## src/rtl/uart_baud_gen_pkg.sv

```systemverilog
`default_nettype none
// ============================================================================
// Module      : uart_baud_gen_pkg
// Description : Shared widths, constants and helpers for the fractional
//               UART baud-rate generator.
// Revision    : 1.0 - initial release
// ============================================================================
package uart_baud_gen_pkg;

  localparam int BAUD_W     = 13;  // integer divisor / period counter width
  localparam int FRAC_W     = 3;   // fractional divisor width (eighths)
  localparam int OVERSAMPLE = 16;  // oversample ticks per bit
  localparam int TICK_W     = 4;   // width of the oversample tick index

  // Last oversample tick of a bit; the pulse leaving it is the bit-rate pulse.
  localparam logic [TICK_W-1:0] TICK_WRAP = TICK_W'(OVERSAMPLE - 1);

  // Fraction accumulator sum with the carry kept as the top bit.
  typedef logic [FRAC_W:0] frac_sum_t;

  function automatic frac_sum_t frac_add(input logic [FRAC_W-1:0] a,
                                         input logic [FRAC_W-1:0] b);
    return {1'b0, a} + {1'b0, b};
  endfunction

endpackage
`default_nettype wire

```

## src/rtl/uart_baud_gen_if.sv

```systemverilog
`default_nettype none
// ============================================================================
// Module      : uart_baud_gen_if
// Description : Configuration and enable-pulse bundle between the register
//               wrapper / UART engines (master) and the baud generator (slave).
// Revision    : 1.0 - initial release
// ============================================================================
interface uart_baud_gen_if #(
  parameter int BAUD_W = uart_baud_gen_pkg::BAUD_W
);
  import uart_baud_gen_pkg::*;

  logic                baud_en;
  logic [BAUD_W-1:0]   baud_val;
  logic [FRAC_W-1:0]   baud_val_fraction;
  logic                baud_clock;
  logic                xmit_pulse;
  logic [TICK_W-1:0]   sample_phase;

  modport master (
    output baud_en, baud_val, baud_val_fraction,
    input  baud_clock, xmit_pulse, sample_phase
  );

  modport slave (
    input  baud_en, baud_val, baud_val_fraction,
    output baud_clock, xmit_pulse, sample_phase
  );

endinterface
`default_nettype wire

```

## src/rtl/uart_baud_gen.sv

```systemverilog
`default_nettype none
// ============================================================================
// Module      : uart_baud_gen
// Description : Fractional baud-rate generator. Emits a one-cycle 16x
//               oversample enable every BAUD_VAL+1 (+1 when stretched) clocks
//               and a bit-rate pulse on every 16th oversample enable.
// Revision    : 1.0 - initial release
// ============================================================================
module uart_baud_gen #(
  parameter bit BAUD_VAL_FRCTN_EN = 1'b0,
  parameter int BAUD_W            = uart_baud_gen_pkg::BAUD_W
) (
  input  logic           clk_i,
  input  logic           rst_i,
  uart_baud_gen_if.slave bus_if
);
  import uart_baud_gen_pkg::*;

  logic [FRAC_W-1:0] frac_eff;

  logic [BAUD_W-1:0] cnt_q, cnt_d;
  logic [BAUD_W-1:0] cfg_val_q, cfg_val_d;
  logic [FRAC_W-1:0] cfg_frac_q, cfg_frac_d;
  logic [FRAC_W-1:0] acc_q, acc_d;
  logic              stretch_q, stretch_d;
  logic [TICK_W-1:0] tick_q, tick_d;
  logic              baud_clk_q, baud_clk_d;
  logic              xmit_q, xmit_d;
  frac_sum_t         acc_sum;
  logic              restart;

  // The fraction can be compiled out; the input is then ignored entirely.
  generate
    if (BAUD_VAL_FRCTN_EN) begin : g_frac_en
      assign frac_eff = bus_if.baud_val_fraction;
    end else begin : g_frac_off
      logic unused_frac;
      assign unused_frac = ^bus_if.baud_val_fraction;
      assign frac_eff    = '0;
    end
  endgenerate

  // Next-state: idle/restart loads, countdown, stretch cycle, or pulse.
  always_comb begin
    cnt_d      = cnt_q;
    cfg_val_d  = cfg_val_q;
    cfg_frac_d = cfg_frac_q;
    acc_d      = acc_q;
    stretch_d  = stretch_q;
    tick_d     = tick_q;
    baud_clk_d = 1'b0;
    xmit_d     = 1'b0;

    acc_sum = frac_add(acc_q, cfg_frac_q);
    restart = (bus_if.baud_val != cfg_val_q) || (frac_eff != cfg_frac_q);

    if (!bus_if.baud_en || restart) begin
      // Same loads as reset so a new period never starts part-way through.
      cnt_d      = bus_if.baud_val;
      cfg_val_d  = bus_if.baud_val;
      cfg_frac_d = frac_eff;
      acc_d      = '0;
      stretch_d  = 1'b0;
      tick_d     = '0;
    end else if (cnt_q != '0) begin
      cnt_d = cnt_q - BAUD_W'(1);
    end else if (stretch_q) begin
      // Extra cycle inserted after a fractional carry; counter parks at 0.
      stretch_d = 1'b0;
    end else begin
      baud_clk_d = 1'b1;
      cnt_d      = cfg_val_q;
      acc_d      = acc_sum[FRAC_W-1:0];
      stretch_d  = acc_sum[FRAC_W];
      tick_d     = tick_q + TICK_W'(1);
      xmit_d     = (tick_q == TICK_WRAP);
    end
  end

  // State and output registers; reset takes priority over any period state.
  always_ff @(posedge clk_i) begin
    if (rst_i) begin
      cnt_q      <= bus_if.baud_val;
      cfg_val_q  <= bus_if.baud_val;
      cfg_frac_q <= frac_eff;
      acc_q      <= '0;
      stretch_q  <= 1'b0;
      tick_q     <= '0;
      baud_clk_q <= 1'b0;
      xmit_q     <= 1'b0;
    end else begin
      cnt_q      <= cnt_d;
      cfg_val_q  <= cfg_val_d;
      cfg_frac_q <= cfg_frac_d;
      acc_q      <= acc_d;
      stretch_q  <= stretch_d;
      tick_q     <= tick_d;
      baud_clk_q <= baud_clk_d;
      xmit_q     <= xmit_d;
    end
  end

  assign bus_if.baud_clock   = baud_clk_q;
  assign bus_if.xmit_pulse   = xmit_q;
  assign bus_if.sample_phase = tick_q;

endmodule
`default_nettype wire

```

## src/flat_wrapper.sv

```systemverilog
// flat-port wrapper written by rule: the top's interface ports become plain ports
module uart_baud_gen_flat import uart_baud_gen_pkg::*;
#(
  parameter bit BAUD_VAL_FRCTN_EN = 1'b0,
  parameter int BAUD_W            = uart_baud_gen_pkg::BAUD_W
)
  (clk_i, rst_i, bus_if_baud_en, bus_if_baud_val, bus_if_baud_val_fraction, bus_if_baud_clock, bus_if_xmit_pulse, bus_if_sample_phase);
  uart_baud_gen_if #(.BAUD_W(BAUD_W)) bus_if_i ();
  input  logic clk_i;
  input  logic rst_i;
  input wire logic [$bits(bus_if_i.baud_en)-1:0] bus_if_baud_en;
  input wire logic [$bits(bus_if_i.baud_val)-1:0] bus_if_baud_val;
  input wire logic [$bits(bus_if_i.baud_val_fraction)-1:0] bus_if_baud_val_fraction;
  output wire logic [$bits(bus_if_i.baud_clock)-1:0] bus_if_baud_clock;
  output wire logic [$bits(bus_if_i.xmit_pulse)-1:0] bus_if_xmit_pulse;
  output wire logic [$bits(bus_if_i.sample_phase)-1:0] bus_if_sample_phase;
  assign bus_if_i.baud_en = bus_if_baud_en;
  assign bus_if_i.baud_val = bus_if_baud_val;
  assign bus_if_i.baud_val_fraction = bus_if_baud_val_fraction;
  assign bus_if_baud_clock = bus_if_i.baud_clock;
  assign bus_if_xmit_pulse = bus_if_i.xmit_pulse;
  assign bus_if_sample_phase = bus_if_i.sample_phase;
  uart_baud_gen #(.BAUD_VAL_FRCTN_EN(BAUD_VAL_FRCTN_EN), .BAUD_W(BAUD_W)) u_core (.clk_i(clk_i), .rst_i(rst_i), .bus_if(bus_if_i));
endmodule
```

## config.mk

```make
export PLATFORM = sky130hd
export DESIGN_NAME = uart_baud_gen_flat
export DESIGN_NICKNAME = d
export VERILOG_FILES = /design/src/rtl/uart_baud_gen_pkg.sv /design/src/rtl/uart_baud_gen_if.sv /design/src/rtl/uart_baud_gen.sv /design/src/flat_wrapper.sv
export SDC_FILE = /design/constraint.sdc
export NUM_CORES = 1
export LEC_CHECK = 0
export CORE_MARGIN = 2
export CORE_UTILIZATION = 45
export DETAILED_ROUTE_END_ITERATION = 7
export PLACE_DENSITY = 0.74
export SYNTH_ARGS = -nofsm -noshare
export SYNTH_HDL_FRONTEND = slang
export SYNTH_SLANG_ARGS = --single-unit
```

## constraint.sdc

```tcl
create_clock -name clk_i -period 2.3 [get_ports clk_i]
set_input_delay 0.46 -clock clk_i [delete_from_list [all_inputs] [get_ports clk_i]]
set_output_delay 0.46 -clock clk_i [all_outputs]
set_load 0.05 [all_outputs]
```

==> results of run 1 <==
[worst max path at each step]
stage,startpoint,to
finish,u_core.cnt_q[0]$_DFF_P_,u_core.cnt_q[6]$_DFF_P_
global placement,bus_if_baud_val[10],u_core.bus_if.xmit_pulse$_SDFF_PP0_
detailed placement,bus_if_baud_val[3],u_core.bus_if.sample_phase[0]$_SDFFE_PP0P_
CTS,u_core.cnt_q[0]$_DFF_P_,u_core.cnt_q[2]$_DFF_P_
floorplan,u_core.cnt_q[0]$_DFF_P_,u_core.cnt_q[6]$_DFF_P_
global route,u_core.cnt_q[0]$_DFF_P_,u_core.cnt_q[6]$_DFF_P_
[layout make-up]
| cell class | count | share of cell area, % |
|---|---|---|
| Sequential cell | 32 | 34.0 |
| Tap cell | 48 | 2.65 |
| Clock inverter | 2 | 0.497 |
| Timing Repair Buffer | 50 | 18.9 |
| Inverter | 8 | 1.33 |
| Multi-Input combinational cell | 108 | 38.5 |
| Clock buffer | 6 | 4.14 |
[stage by stage]
step / cell area [um^2] / utilization (%) / std cells / TNS, ns
final: 2260 / 61.9 / 254 / 0
after global routing: 2260 / 61.9 / 254 / 0
after CTS: 2250 / 61.5 / 254 / 0
after detailed placement: 2150 / 58.6 / 246 / -5.61
after global placement: 2150 / 58.6 / 246 / -2.72
after floorplan: 1710 / - / 156 / 0
[repair_timing]
item,CTS,global route
gates resized for setup,0,3
setup endpoints to repair,0,19
hold endpoints to repair,0,0
[state kept, by name, summed over array words and instances, names as in the netlist]
signal / cells
u_core.bus_if.sample_phase: 4
u_core.cnt_q: 13
u_core.bus_if.baud_clock: 1
u_core.bus_if.xmit_pulse: 1
u_core.cfg_val_q: 13
[per-layer routing]
layer,track usage (%),routed length [um],vias up,part of all wire [%]
met1,24.5,1640,686,42
met2,35.7,1990,56,51
met3,4.28,252,7,6.4
met4,7.29,55,0,1.4
li1,-,-,690,-
met5,0,0,-,0
[power by group through the flow]
stage               sequential (mW)  combinational, mW  clock (mW)
floorplan                     0.643             0.0755           0
detailed placement            0.647              0.148           0
finish                        0.636              0.150       0.487
CTS                           0.635              0.149       0.497
global placement              0.645              0.141           0
global route                  0.638              0.163       0.520
[cells by family after synthesis]
| logic type | Yosys count | synth area share (%) |
|---|---|---|
| AND/OR/NAND/NOR | 47 | 17.3 |
| adder cells (fa/ha/maj) | 3 | 2.20 |
| AO/OA/AOI/OAI | 25 | 10.3 |
| multiplexers | 16 | 11.7 |
| buffers and inverters | 16 | 4.55 |
| XOR/XNOR | 17 | 8.73 |
| flip-flops | 32 | 45.2 |
[synth_stat cells]
cell type	count	area, um^2
mux2i_1	2	20.0
nand2_1	5	18.8
nor4_1	8	50.1
or3_1	7	43.8
o21ai_0	2	10.0
o41ai_1	3	26.3
o31a_1	1	8.76
o22ai_1	1	6.26
xor2_1	2	17.5
buf_2	2	10.0
nor3_1	1	5.00
a31oi_1	6	37.5
mux2_2	8	90.1
a21oi_1	4	20.0
o31ai_1	3	22.5
or4_1	4	30.0
or3b_2	1	8.76
mux2_4	6	90.1
nand4_1	5	31.3
a22o_1	1	8.76
a211o_1	1	8.76
and2_1	1	6.26
dfxtp_1	19	380
a221o_1	1	10.0
or4b_1	2	20.0
xnor2_1	15	131
inv_1	7	26.3
edfxtp_1	13	390
nor4_2	1	12.5
or4_4	2	22.5
ha_1	3	37.5
nor2_1	8	30.0
a22oi_1	1	7.51
clkbuf_1	4	15.0
clkinv_1	1	3.75
a31o_2	1	8.76
buf_6	2	22.5
nor2b_1	1	6.26
nor3_2	1	10.0
[worst max-delay path: cells and delay by family, from the launching register on]
kind                     cells  cell delay, ns
AND/OR/NAND/NOR              2            0.77
flip-flops                   1            0.32
AO/OA/AOI/OAI                1            0.32
buffers and inverters        2            0.28
multiplexers                 1            0.26
adder cells (fa/ha/maj)      1            0.16
==> summary.md, run 1 <==
| Metric | Value |
|---|---|
| Via density | 5.67 |
| Pre-CTS setup slack | -0.285 ns |
| Hold EP | u_core.bus_if.sample_phase[1]$_SDFFE_PP0P_ |
| Final period utilization | 97.3% |
| Die Ht | 65.6 um |
| Slew @ Worst Pin | 0.496 ns |
| Post-Route WL | 3940 um |
| Most frequent cells in the layout | 29 x buf_4, 21 x clkdlybuf4s50_1, 19 x dfxtp_1 |
| Syn. warnings | 0 |
| Hold buffers post-CTS | 0 |
| Status | complete, no violations |
| H-tree depth | 2 |
| Antenna violations before repair | 0 |
| # setup viols final | 0 |
| Yosys cell types | 39 |
| Syn Nets | about 180 |
| Largest net degree at the start of global routing | 13 |
| Leak | ~0.83 nW |
| First-pass GRT wire length | 6590 um |
| Worst-case clock skew | 0.00435 ns |
| Gate power share | about an eighth |
| FF+latch area | between 700 and 800 um^2 |
| WHS Path Cells | 2 |
| Post-Syn Instances | 156 |
| Power Dens Cells | 562 nW/um^2 |
| Reg2reg setup slack | roughly 0.061 ns |
| P_int | 0.981 mW |
| Worst VDD drop | 0.273 mV |
| Avg WL per Cell | approximately 15 um |
| #FFs+latches synth | 32 |
| TritonCTS clock tree | built |
| Antenna violation net count after detailed routing | 0 |
| Die extent in x | roughly 66 um |
| CP cell instances | inv_1 -> ha_1 -> or4b_1 -> buf_4 -> or3_1 -> a221o_1 -> mux2_2 |
| Psw | roughly 0.29 mW |
| FILL cells | between 300 and 400 |
| Fin. Hold Viols | 0 |
| Hold wc startpoint | u_core.bus_if.sample_phase[1]$_SDFFE_PP0P_ |
| GRT overflow | 0 |
| I/O Buffers | 21 |
| Sequential Power Share | around half |
| Initial Util | 46.6% |
| Critical Setup Path Class | register to register |
| Num CTS Buffers | 5 |
| RD Place Congestion | 0.848 |
| Slowest cell on the critical path | or4b_1 |
| Clock Latency Late Sink | between 0.2 and 0.3 ns |
| RSZ-0062 raised after global routing | false |
| Area added between synthesis and finish | 32.8% |
| CP peak stage delay | 0.47 ns |
| Diodes inserted | 0 |
| Syn avg cell area | 10.9 um^2 |
| Nets | roughly 230 |
| Max-cap viol count | 0 |
| Max Slew Vio Count | 0 |
| Worst r2r dst | u_core.cnt_q[6]$_DFF_P_ |
| Clock power share | 38.3% |
| Max Freq | 0.447 GHz |
| Critical Path AT | approximately 2.4 ns |
| Layout cells sized above 1 | 28.6% |
| Footprint of the multi-input gates | 871 um^2 |
| Hold Crit Class | register to register |
| Switching Share | 22.9% |
| I/O pin total | 25 |
| Worst setup margin | just over 0.06 ns |
| Final min period | 2.24 ns |
| DR pass1 iterations | 4 |
| Vias | between 1000 and 1500 |
| Worst rel slew slack | between 60% and 70% |
| Rows | 22 |
| Total GRT Usage | between 20 and 25% |
| R2R Path Start | u_core.cnt_q[0]$_DFF_P_ |
| # clock sinks | 32 |
| CTS clk-pin slew, worst paths | 0.07 ns |
| Drt initial violations | 81 |
| Final Power | 1.27 mW |
| R2R depth | 7 |
| Crit. End Element | register |
| Core outline area | 3660 um^2 |
| Worst Setup Start Kind | register |
| Vias in the first global route | 1430 |
| Sequential share of the synthesized area | 45.2% |
| Worst Path Required | around 2.5 ns |
| Commonest non-fill, non-tap cell in the layout | buf_4 |
| Die area | between 4000 and 5000 um^2 |
| DRC Markers | 0 |
| Clock Root Buffer | clkbuf_8 |
| Hold slack final | 0.492 ns |
| CTS max path bufs | 2 |
| Setup Fix Bufs, Post-CTS | 0 |
| Post-DP HPWL | a little under 3000 um |
| Synthesized area | 1710 um^2 |
| Max FO, Critical Path | 10 |
No activity file was read; power rests on OpenSTA's default activity.
==> run 2: changes to the inputs <==
- CORE_MARGIN: 2 -> 1.5
- SETUP_SLACK_MARGIN: default -> 0.2
==> summary.md, run 2 (same netlist as run 1, synthesis figures left out) <==
| Metric | Value |
|---|---|
| Hold slack final | 0.434 ns (was 0.492 ns) |
| Worst setup margin | 0.158 ns (was 0.0610 ns) |
| R2R Path Start | u_core.cnt_q[1]$_DFF_P_ (was u_core.cnt_q[0]$_DFF_P_) |
| Area added between synthesis and finish | 38.3% (was 32.8%) |
| Finished Layout Cells | 254 (unchanged) |
| Slew @ Worst Pin | 0.498 ns (was 0.496 ns) |
| Num CTS Buffers | 5 (unchanged) |
| Die extent in x | 64.6 um (was 65.6 um) |
| CTS clk-pin slew, worst paths | 0.07 ns (about the same) |
| GRT overflow | 0 (unchanged) |
| Worst rel slew slack | 66.7% (was 66.8%) |
| Total GRT Usage | 21.4% (was 20.3%) |
| Worst Setup SP | u_core.cnt_q[1]$_DFF_P_ (was u_core.cnt_q[0]$_DFF_P_) |
| DP Area | 2110 um^2 (was 2150 um^2) |
| RD Place Congestion | 0.931 (was 0.848) |
| Layout cells sized above 1 | 34.0% (was 28.6%) |
| CTS max path bufs | 2 (unchanged) |
| Worst Setup Start Kind | register (unchanged) |
| WHS Path Cells | 1 (was 2) |
| Worst Path Required | 2.52 ns (was 2.47 ns) |
| Critical Setup Path Class | register to register (unchanged) |
| Worst VDD drop | 0.433 mV (was 0.273 mV) |
| RSZ-0062 raised after global routing | true (was false) |
| Initial Util | 46.6% (unchanged) |
| Clock Latency Late Sink | 0.29 ns (was 0.28 ns) |
| Leak | 0.878 nW (was 0.833 nW) |
| Hold wc startpoint | bus_if_baud_val[9] (was u_core.bus_if.sample_phase[1]$_SDFFE_PP0P_) |
| Max Freq | 0.467 GHz (was 0.447 GHz) |
| Die Ht | 64.6 um (was 65.6 um) |
| Hold buffers post-CTS | 0 (unchanged) |
| Avg WL per Cell | 16.7 um (was 15.5 um) |
| Max FO, Critical Path | 6 (was 10) |
| FILL cells | 279 (was 304) |
| Worst r2r dst | u_core.bus_if.sample_phase[2]$_SDFFE_PP0P_ (was u_core.cnt_q[6]$_DFF_P_) |
| Fin area | 2360 um^2 (was 2260 um^2) |
| Final Power | 1.21 mW (was 1.27 mW) |
| Worst-case clock skew | 0.00940 ns (was 0.00435 ns) |
| Antenna violation net count after detailed routing | 0 (unchanged) |
| Diodes inserted | 0 (unchanged) |
| Crit. End Element | register (unchanged) |
| Status | complete, no violations (unchanged) |
| H-tree depth | 2 (unchanged) |
| Reg2reg setup slack | 0.16 ns (was 0.06 ns) |
| Nets | 227 (unchanged) |
| Die area | 4170 um^2 (was 4300 um^2) |
| DRC Markers | 0 (unchanged) |
| Commonest non-fill, non-tap cell in the layout | buf_4 (unchanged) |
| Rows | 22 (unchanged) |
| Post-Route WL | 4240 um (was 3940 um) |
| Via density | 5.82 (was 5.67) |
| Clock Root Buffer | clkbuf_8 (unchanged) |
| Final min period | 2.14 ns (was 2.24 ns) |
| Setup_tns | 0 ns (unchanged) |
| # setup viols final | 0 (unchanged) |
| Vias in the first global route | 1373 (was 1430) |
| I/O Buffers | 21 (unchanged) |
| Vias | 1478 (was 1439) |
| Hold Crit Class | primary input to register (was register to register) |
| Final period utilization | 93.1% (was 97.3%) |
| Core outline area | 3660 um^2 (unchanged) |
| TritonCTS clock tree | built (unchanged) |
| Pre-CTS setup slack | -0.116 ns (was -0.285 ns) |
| Fin. Hold Viols | 0 (unchanged) |
| Final Core Density | 64.4% (was 61.9%) |
| DR pass1 iterations | 4 (unchanged) |
| Most frequent cells in the layout | 25 x buf_4, 18 x clkdlybuf4s50_1, 17 x dfxtp_1 (was 29 x buf_4, 21 x clkdlybuf4s50_1, 19 x dfxtp_1) |
| I/O pin total | 25 (unchanged) |
| Max Slew Vio Count | 0 (unchanged) |
| # clock sinks | 32 (unchanged) |
| Critical Path AT | 2.36 ns (was 2.41 ns) |
| First-pass GRT wire length | 6610 um (was 6590 um) |
| Placed Cells | 237 (was 246) |
| R2R depth | 7 (unchanged) |
| Hold EP | u_core.cfg_val_q[9]$_DFFE_PP_ (was u_core.bus_if.sample_phase[1]$_SDFFE_PP0P_) |
| Power Dens Cells | 513 nW/um^2 (was 562 nW/um^2) |
| Largest net degree at the start of global routing | 12 (was 13) |
| Max-cap viol count | 0 (unchanged) |
| Antenna violations before repair | 0 (unchanged) |
| Post-DP HPWL | 2880 um (was 2980 um) |
| Drt initial violations | 87 (was 81) |
==> run 2: area by class of cell <==
| cell class | instances | area [um^2] | area share [%] |
|---|---|---|---|
| inverter | 8 | 33.8 | 1.43 |
| clock buffer | 7 | 76.3 | 3.24 |
| tap | 48 | 60.1 | 2.55 |
| multi-input combinational | 108 | 927 | 39.3 |
| sequential | 32 | 776 | 32.9 |
| timing repair buffer | 50 | 480 | 20.4 |
| clock inverter | 1 | 5.00 | 0.212 |
==> run 2: worst max-delay path by stage <==
stage	slack, ns	cells after the start	endpoint
detailed placement	-0.12	7	u_core.cnt_q[7]$_DFF_P_
global route	0.12	7	u_core.bus_if.sample_phase[2]$_SDFFE_PP0P_
CTS	0.19	7	u_core.cnt_q[6]$_DFF_P_
global placement	-0.05	7	u_core.cnt_q[4]$_DFF_P_
finish	0.16	7	u_core.bus_if.sample_phase[2]$_SDFFE_PP0P_
floorplan	0.18	7	u_core.cnt_q[2]$_DFF_P_
==> run 2: timing repair <==
item / 4_1_cts / 5_1_grt
gates resized for setup: 8 / 10
buffers inserted: 6 / 2
endpoints found under the setup margin: 12 / 28
hold endpoints to repair: 0 / 0
pin swaps: 3 / 4
gates cloned: 0 / 1
==> run 2: layer usage <==
| layer | vias to the layer above | track usage (%) | wire length (um) |
|---|---|---|---|
| met2 | 43 | 35.9 | 2120 |
| met5 | - | 0 | 0 |
| li1 | 690 | - | - |
| met3 | 8 | 5.03 | 244 |
| met4 | 0 | 10.4 | 74 |
| met1 | 737 | 25.7 | 1800 |
==> run 2: critical path, cell delays in order, from the launching register on <==
cell	delay [ns]
dfxtp_2	0.33
inv_2	0.08
ha_4	0.13
or4b_4	0.48
or3_4	0.41
buf_8	0.16
or3_1	0.32
a21oi_1	0.15
==> run 2: report_power, final <==
group          switching [mW]  internal (mW)
logic                  0.0600         0.0935
clock network           0.205          0.212
registers              0.0256          0.615
total                   0.291          0.920
